===== src/rtl/instruction_fetch_unit.sv =====
// Fetch stage: owns the PC, requests words from instruction memory with a busywait handshake,
// and holds each fetched word for one execute phase before computing the next PC.
module instruction_fetch_unit #(
  parameter logic [31:0] RESET_PC = 32'h0000_0000,
  parameter int unsigned PC_STEP  = 4
) (
  input  logic        CLK,
  input  logic        RESET_N,
  input  logic        IMEM_BUSYWAIT,
  input  logic [31:0] IMEM_INSTR,
  input  logic        STALL,
  input  logic        JUMP,
  input  logic        BRANCH_TAKEN,
  input  logic [7:0]  OFFSET,
  output logic        IMEM_READ,
  output logic [31:0] PC,
  output logic [31:0] INSTRUCTION,
  output logic        INSTR_VALID,
  output logic [15:0] FETCH_COUNT
);

  typedef enum logic [1:0] {
    StIdle,
    StReq,
    StExec
  } state_e;

  state_e      state_q;
  logic [31:0] seq_pc;
  logic [31:0] rel_off;
  logic [31:0] next_pc;

  // OFFSET counts words: sign-extend from bit 7, then scale to bytes.
  always_comb begin
    seq_pc  = PC + 32'(PC_STEP);
    rel_off = {{22{OFFSET[7]}}, OFFSET, 2'b00};
    next_pc = (JUMP || BRANCH_TAKEN) ? seq_pc + rel_off : seq_pc;
  end

  always_ff @(posedge CLK or negedge RESET_N) begin
    if (!RESET_N) begin
      state_q     <= StIdle;
      PC          <= RESET_PC;
      INSTRUCTION <= 32'h0;
      INSTR_VALID <= 1'b0;
      IMEM_READ   <= 1'b0;
      FETCH_COUNT <= 16'h0;
    end else begin
      unique case (state_q)
        StIdle: begin
          state_q   <= StReq;
          IMEM_READ <= 1'b1;
        end
        StReq: begin
          if (!IMEM_BUSYWAIT) begin
            state_q     <= StExec;
            INSTRUCTION <= IMEM_INSTR;
            INSTR_VALID <= 1'b1;
            IMEM_READ   <= 1'b0;
            FETCH_COUNT <= FETCH_COUNT + 16'd1;
          end
        end
        StExec: begin
          if (!STALL) begin
            state_q     <= StReq;
            PC          <= next_pc;
            INSTR_VALID <= 1'b0;
            IMEM_READ   <= 1'b1;
          end
        end
        default: begin
          state_q     <= StIdle;
          INSTR_VALID <= 1'b0;
          IMEM_READ   <= 1'b0;
        end
      endcase
    end
  end

endmodule

===== config.mk =====
export PLATFORM = sky130hd
export DESIGN_NAME = instruction_fetch_unit
export DESIGN_NICKNAME = d
export VERILOG_FILES = /design/src/rtl/instruction_fetch_unit.sv
export SDC_FILE = /design/constraint.sdc
export NUM_CORES = 1
export LEC_CHECK = 0
export BUFFER_PORTS_ARGS = -buffer_cell sky130_fd_sc_hd__buf_2
export CAP_MARGIN = 20
export CORE_AREA = 2 2 132 134
export CTS_BUF_LIST = sky130_fd_sc_hd__clkbuf_4 sky130_fd_sc_hd__clkbuf_8 sky130_fd_sc_hd__clkbuf_16
export DETAILED_ROUTE_END_ITERATION = 8
export DIE_AREA = 0 0 134 136
export PLACE_DENSITY = 0.6
export SLEW_MARGIN = 10
export SYNTH_ARGS = -nofsm -noshare
export SYNTH_HDL_FRONTEND = slang
export SYNTH_SLANG_ARGS = --single-unit
export TNS_END_PERCENT = 50

===== constraint.sdc =====
create_clock -name CLK -period 5.05 [get_ports CLK]
set_input_delay 0.2525 -clock CLK [delete_from_list [all_inputs] [get_ports CLK]]
set_output_delay 0.2525 -clock CLK [all_outputs]
set_load 0.02 [all_outputs]

==> results of run 1 <==
-- logic make-up after synthesis --
logic type,Yosys count,share of synthesized area (%)
flip-flops,81,35.1
adder cells (fa/ha/maj),39,8.59
buffers and inverters,46,3.28
other,1,0.0650
AND/OR/NAND/NOR,206,17.5
multiplexers,35,6.79
XOR/XNOR,60,9.11
AO/OA/AOI/OAI,169,19.5
-- per-layer routing --
| layer | vias up | share of wire [%] | wire length [microns] | track usage [%] |
|---|---|---|---|---|
| li1 | 2527 | - | - | - |
| met5 | - | 0 | 0 | 0 |
| met4 | 0 | 1.7 | 270 | 5.85 |
| met3 | 22 | 4.5 | 700 | 2.95 |
| met1 | 2366 | 47 | 7300 | 23.2 |
| met2 | 100 | 47 | 7350 | 27.4 |
-- sequential cells by signal, summed over array words and instances (netlist names) --
| signal | flops |
|---|---|
| FETCH_COUNT | 16 |
| INSTR_VALID | 1 |
| PC | 30 |
| INSTRUCTION | 32 |
| state_q | 2 |
-- path summary, 6_finish.rpt --
kind	from	to	slack, ns
max in group asynchronous	RESET_N	PC[16]	3.61
worst min register to register	FETCH_COUNT[15]	FETCH_COUNT[15]	0.47
worst max-delay path	PC[4]	PC[31]	0.90
worst min-delay path	IMEM_INSTR[28]	INSTRUCTION[28]	0.14
min in group asynchronous	RESET_N	FETCH_COUNT[9]	0.41
worst max register to register	PC[4]	PC[31]	0.90
-- per-stage QoR --
step	instance area (sq um)	util [%]	power [mW]	instances	hold WS [ns]
after CTS	6900	40.9	4.55	981	0.123
final	6900	40.9	4.52	981	0.136
after detailed placement	6600	39.1	3.89	964	0.228
after global placement	6600	39.1	3.87	964	0.226
after floorplan	5770	-	3.15	638	-0.0431
after global routing	6900	40.9	4.89	981	0.124
-- worst max-delay path, cell delays in order (launching register included) --
cell	delay (ns)
dfrtp_1	0.45
and3_1	0.23
and3_1	0.19
nand3_1	0.17
nor2b_1	0.53
nand3_1	0.17
xnor2_1	0.28
ha_1	0.37
a21oi_1	0.24
nand2_1	0.07
o21ai_0	0.21
a21oi_1	0.10
a311oi_1	0.53
a21oi_1	0.12
nor4b_2	0.28
nand3_1	0.09
-- repair_timing --
item,CTS,global route
setup endpoints to repair,0,0
hold endpoints to repair,31,0
resized for setup,0,0
hold buffers,1,0
-- Yosys cell counts (all sizes together), types with 8 or more instances --
| master | n |
|---|---|
| nand4 | 12 |
| ha | 38 |
| nand3 | 31 |
| xor2 | 17 |
| nand2 | 58 |
| and2 | 11 |
| inv | 18 |
| a211oi | 8 |
| nor2 | 51 |
| a21o | 13 |
| xnor2 | 43 |
| o21ai | 38 |
| a21oi | 55 |
| mux2 | 33 |
| dfrtp | 81 |
| clkbuf | 23 |
| and3 | 10 |
| a31oi | 11 |
-- area by class of cell --
| class | instances | area share (%) |
|---|---|---|
| Multi-Input combinational cell | 511 | 51.7 |
| Sequential cell | 81 | 29.4 |
| Timing Repair Buffer | 130 | 9.68 |
| Tap cell | 225 | 4.08 |
| Clock buffer | 10 | 3.46 |
| Inverter | 18 | 0.979 |
| Clock inverter | 6 | 0.707 |
-- report_power, final --
part           total (mW)  internal, mW  switching [mW]  leakage, nW
Combinational        2.67          1.11            1.56         2.05
Sequential           1.22         0.925           0.291        0.972
Clock               0.641         0.351           0.290        0.132
Total                4.52          2.39            2.14         3.16
==> qor.csv, run 1 <==
stage,metric,value,unit
outcome,status,"complete, no violations",
sta,drv_slew,0,
clock_tree,clock_sinks,81,
clock_tree,numCtsBuffers,9,
sta,maxSlewHeadroom,38.5,%
finish,final_common_cell,buf_2,
place,io_buffers,125,
place,place_congestion,0.897,
synthesis,synth_cell_type_count,68,
grt,grt_usage,17.0,%
finish,fillerInstances,1696,
place,post-place-ws,0.971,ns
finish,antenna_cells,0,
grt,grt_pass1_vias,4666,
power_and_ir_drop,vdd_drop_max,0.000208,V
min_path,hold_depth,2,
synthesis,synth_seq_cells,81,
clock_tree,cts_setup_buffers,0,
synthesis,synth_top_area_share,35.1,%
drt,vias_per_cell,5.11,
clock_tree,cts_buffer_depth,2,
grt,grt_first_pass_wirelength,24700,microns
critical_path,path_max_fanout,7,
drt,drtIter0Drc,371,
power_and_ir_drop,p_leak,3.16,nW
sta,tightestPinTransition,0.922,ns
synthesis,syn_inst,637,
clock_tree,insertion_delay,0.34,ns
job,drv_cap,0,
synthesis,async_flop_share,100,%
sta,setup_viol,0,
sta,period_needed,4.15,ns
sta,rsz0062_at_grt,false,
die,start_util,34.2,%
synthesis,yosysWarnings,0,
synthesis,synthTopCellsByArea,"dfrtp_1 (35%), ha_1 (8.2%), xnor2_1 (6.5%)",
finish,multi_input_area,3570,sq um
clock_tree,clk_pin_slew,0.07,ns
critical_path,critical_path_class,reg -> reg,
drt,wl,15600,microns
grt,antenna_found_initial,0,
sta,fin_crit_sh,82.3,%
synthesis,ys.flop_type,dfrtp_1,
synthesis,synth.avg_cell_area,9.05,sq um
die,dieArea,18200,sq um
die,die_w,134,microns
finish,drive_above_1_share,26.7,%
finish,synthToLayoutAreaGrowth,19.6,%
grt,grt-ovfl-total,0,
drt,drc,0,
drt,ant_nets,0,
synthesis,seq_area_frac_synth,35.1,%
finish,fin_nets,836,
sta,layout_setup_ws,0.896,ns
min_path,min_path_type,in -> reg,
die,ioPinCount,128,
finish,final_cell_mix,"buf_2 (124), dfrtp_1 (81), nand2_1 (58)",
critical_path,endpoint_kind,register,
power_and_ir_drop,power_density,656,nW/um^2
die,core,16900,sq um
finish,regArea,2030,sq um
place,hpwl,11600,microns
synthesis,synth_edf_count,0,
sta,final-hold-violation-count,0,
synthesis,yosysTopAreaCell,dfrtp_1,
critical_path,cp.arrival,4.37,ns
synthesis,synth_area,5770,sq um
clock_tree,cts_tree,yes,
critical_path,reg2reg_depth,15,
drt,via_count,5015,
drt,wl_per_cell,15.9,microns
sta,tns,0,ns
critical_path,worstPathRequired,5.27,ns
clock_tree,cts_root_buffer,clkbuf_16,
sta,fmax,241,MHz
grt,grt_max_degree,51,
drt,drt_pass1_iterations,4,
clock_tree,cts_max_level,3,
sta,finalClockSkew,0.00664,ns
critical_path,start_kind,register,
die,placementRows,48,
die,die_height,136,microns
Power figures use the tool's default switching activity.
==> run 2, diff against run 1 <==
- PLACE_DENSITY: 0.6 -> 0.62
- clock period: 5.05 -> 3.65 ns (I/O delays scaled with it)
==> run 2 against run 1 <==
Compared with the run above:
- critical path depth increased by 2
- final cell count increased by 4.2%
- die area unchanged
- largest cell class unchanged
- highest routed layer unchanged
==> qor.csv, run 2 (same netlist as run 1, synthesis figures left out) <==
stage,metric,value,unit,change
finish,final_common_cell,buf_2,,
clock_tree,clock_sinks,81,,unchanged
critical_path,crit_family,simple AND/OR/NAND/NOR gates,,
sta,period_needed,3.42,ns,-0.732 ns
finish,regMostFlops,INSTRUCTION,,
critical_path,critPathMaxStageDelay,0.41,ns,-0.12 ns
place,place_congestion,0.898,,+0.12%
finish,post-route-util,43.6,%,+2.7 points
finish,antenna_cells,0,,unchanged
sta,tightestPinTransition,0.733,ns,-0.189 ns
sta,setup_viol,0,,unchanged
power_and_ir_drop,power_density,906,nW/um^2,+38%
critical_path,worstSetupStartpoint,PC[2],,
sta,maxSlewHeadroom,51.1,%,+13 points
critical_path,path_max_fanout,5,,-2
critical_path,critical_path_class,reg -> reg,,
grt,grt_usage,17.2,%,+0.13 points
power_and_ir_drop,p_leak,3.39,nW,+7.2%
drt,vias_per_cell,5.13,,+0.39%
grt,grt_pass1_vias,4996,,+7.1%
place,post-place-ws,0.0523,ns,-0.918 ns
power_and_ir_drop,total_power,6.66,mW,+47%
finish,synthToLayoutAreaGrowth,27.6,%,
clock_tree,cts_buffer_depth,2,,unchanged
finish,drive_above_1_share,33.9,%,+7.2 points
critical_path,rr_endpoint,PC[31],,
grt,grt-ovfl-total,0,,unchanged
drt,drc,0,,unchanged
critical_path,slowest_stage,dfrtp_1,,
power_and_ir_drop,vdd_drop_max,0.000547,V,+160%
die,start_util,34.2,%,unchanged
drt,wl,15700,microns,+0.74%
critical_path,endpoint,PC[31],,
sta,tns,0,ns,unchanged
drt,ant_nets,0,,unchanged
place,io_buffers,125,,unchanged
job,drv_cap,0,,unchanged
grt,antenna_found_initial,0,,unchanged
critical_path,rr_startpoint,PC[2],,
power_and_ir_drop,swShare,46.2,%,-1.1 points
outcome,status,"complete, no violations",,
critical_path,path_buf_inv,2,,+2
die,die_height,136,microns,unchanged
sta,layout_setup_ws,0.228,ns,-0.668 ns
min_path,min_path_type,in -> reg,,
die,core,16900,sq um,unchanged
grt,grt_first_pass_wirelength,25200,microns,+1.9%
sta,fmax,292,MHz,+21%
critical_path,worst-path-stages,17,,+2
grt,grt_max_degree,82,,+61%
finish,reg.largest.list,"INSTRUCTION (32), PC (30), FETCH_COUNT (16)",,
clock_tree,insertion_delay,0.35,ns,about the same
sta,drv_slew,0,,unchanged
clock_tree,clk_pin_slew,0.07,ns,about the same
clock_tree,cts_tree,yes,,
critical_path,path_cells,ha_1 > nand3_1 > nor2_2 > and2_4 > buf_4 > nand4_1 > buf_4 > nor2_2 > xor2_1 > ha_1 > a21o_1 > a21oi_1 > nor2b_1 > a311oi_2 > a21oi_1 > nor4b_2 > nand3_1,,
clock_tree,cts_root_buffer,clkbuf_16,,
drt,wl_per_cell,15.4,microns,-3.3%
critical_path,worstPathRequired,3.88,ns,-1.39 ns
clock_tree,cts_max_level,3,,unchanged
drt,drtIter0Drc,316,,-15%
critical_path,reg2reg_depth,17,,+2
die,dieArea,18200,sq um,unchanged
die,placementRows,48,,unchanged
power_and_ir_drop,power.internal,3.59,mW,+50%
critical_path,r2r_slack,0.23,ns,-0.67 ns
die,ioPinCount,128,,unchanged
sta,fin_crit_sh,93.8,%,+11 points
power_and_ir_drop,power_frac_comb,61.7,%,+2.8 points
die,die_w,134,microns,unchanged
finish,largest_register_ffs,32,,unchanged
critical_path,cp.arrival,3.65,ns,-0.72 ns
drt,drt_pass1_iterations,4,,unchanged
power_and_ir_drop,seqPwrFrac,23.9,%,-3.0 points
sta,final-hold-violation-count,0,,unchanged
sta,timing.hold.ws,0.0620,ns,-0.0740 ns
critical_path,start_kind,register,,
finish,fin_nets,877,,+4.9%
drt,via_count,5245,,+4.6%
power_and_ir_drop,p_switching,3.08,mW,+44%
critical_path,endpoint_kind,register,,
finish,final_cell_mix,"buf_2 (124), dfrtp_1 (81), nand2_1 (57)",,
clock_tree,numCtsBuffers,9,,unchanged
sta,finalClockSkew,0.00614,ns,-0.000503 ns
power_and_ir_drop,p_clk_share,14.4,%,+0.2 points
place,hpwl,11700,microns,+1.1%
finish,fillerInstances,1661,,-2.1%
-- run 2: worst min path at each step --
stage                         startpoint              end  slack (ns)  depth (start not counted)
after floorplan                  RESET_N   FETCH_COUNT[0]       -0.11                          0
final                      IMEM_INSTR[3]   INSTRUCTION[3]        0.06                          2
after detailed placement  IMEM_INSTR[30]  INSTRUCTION[30]        0.42                          2
after CTS                  IMEM_INSTR[3]   INSTRUCTION[3]        0.05                          2
after global routing       IMEM_INSTR[1]   INSTRUCTION[1]        0.05                          2
after global placement    IMEM_INSTR[29]  INSTRUCTION[29]        0.41                          2
-- run 2: repair_timing --
action                                  4_1_cts  5_1_grt
hold endpoints to repair                      0       32
resized for setup                             0       28
buffers inserted                              0        5
hold buffers                                  0        1
endpoints found under the setup margin        0        8
-- run 2: routing by layer --
layer	wire length (microns)	global-route usage, %	vias up
li1	-	-	2602
met1	7220	22.8	2518
met2	7720	28.8	109
met3	640	3.54	16
met4	165	3.96	0
met5	0	0	-
-- run 2: power by group through the flow --
stage          combinational, mW  clock, mW  sequential [mW]
2_1_floorplan               2.29          0             2.07
3_3_place_gp                3.95          0             1.59
3_5_place_dp                3.96          0             1.61
4_1_cts                     3.98      0.991             1.59
5_1_grt                     4.52       1.03             1.66
6_report                    4.11      0.960             1.59
-- run 2: area by class of cell --
class	instances	area, sq um	area share [%]
clock inverter	7	86.3	1.17
multi-input combinational	511	3670	49.9
sequential	81	2030	27.5
clock buffer	9	225	3.06
timing repair buffer	171	996	13.5
tap	225	282	3.83
inverter	18	67.6	0.918
-- run 2: through the flow --
step | instance area (sq um) | instances
after global routing | 7360 | 1022
after detailed placement | 6870 | 999
final | 7360 | 1022
after floorplan | 5780 | 638
after CTS | 7180 | 1015
after global placement | 6870 | 999
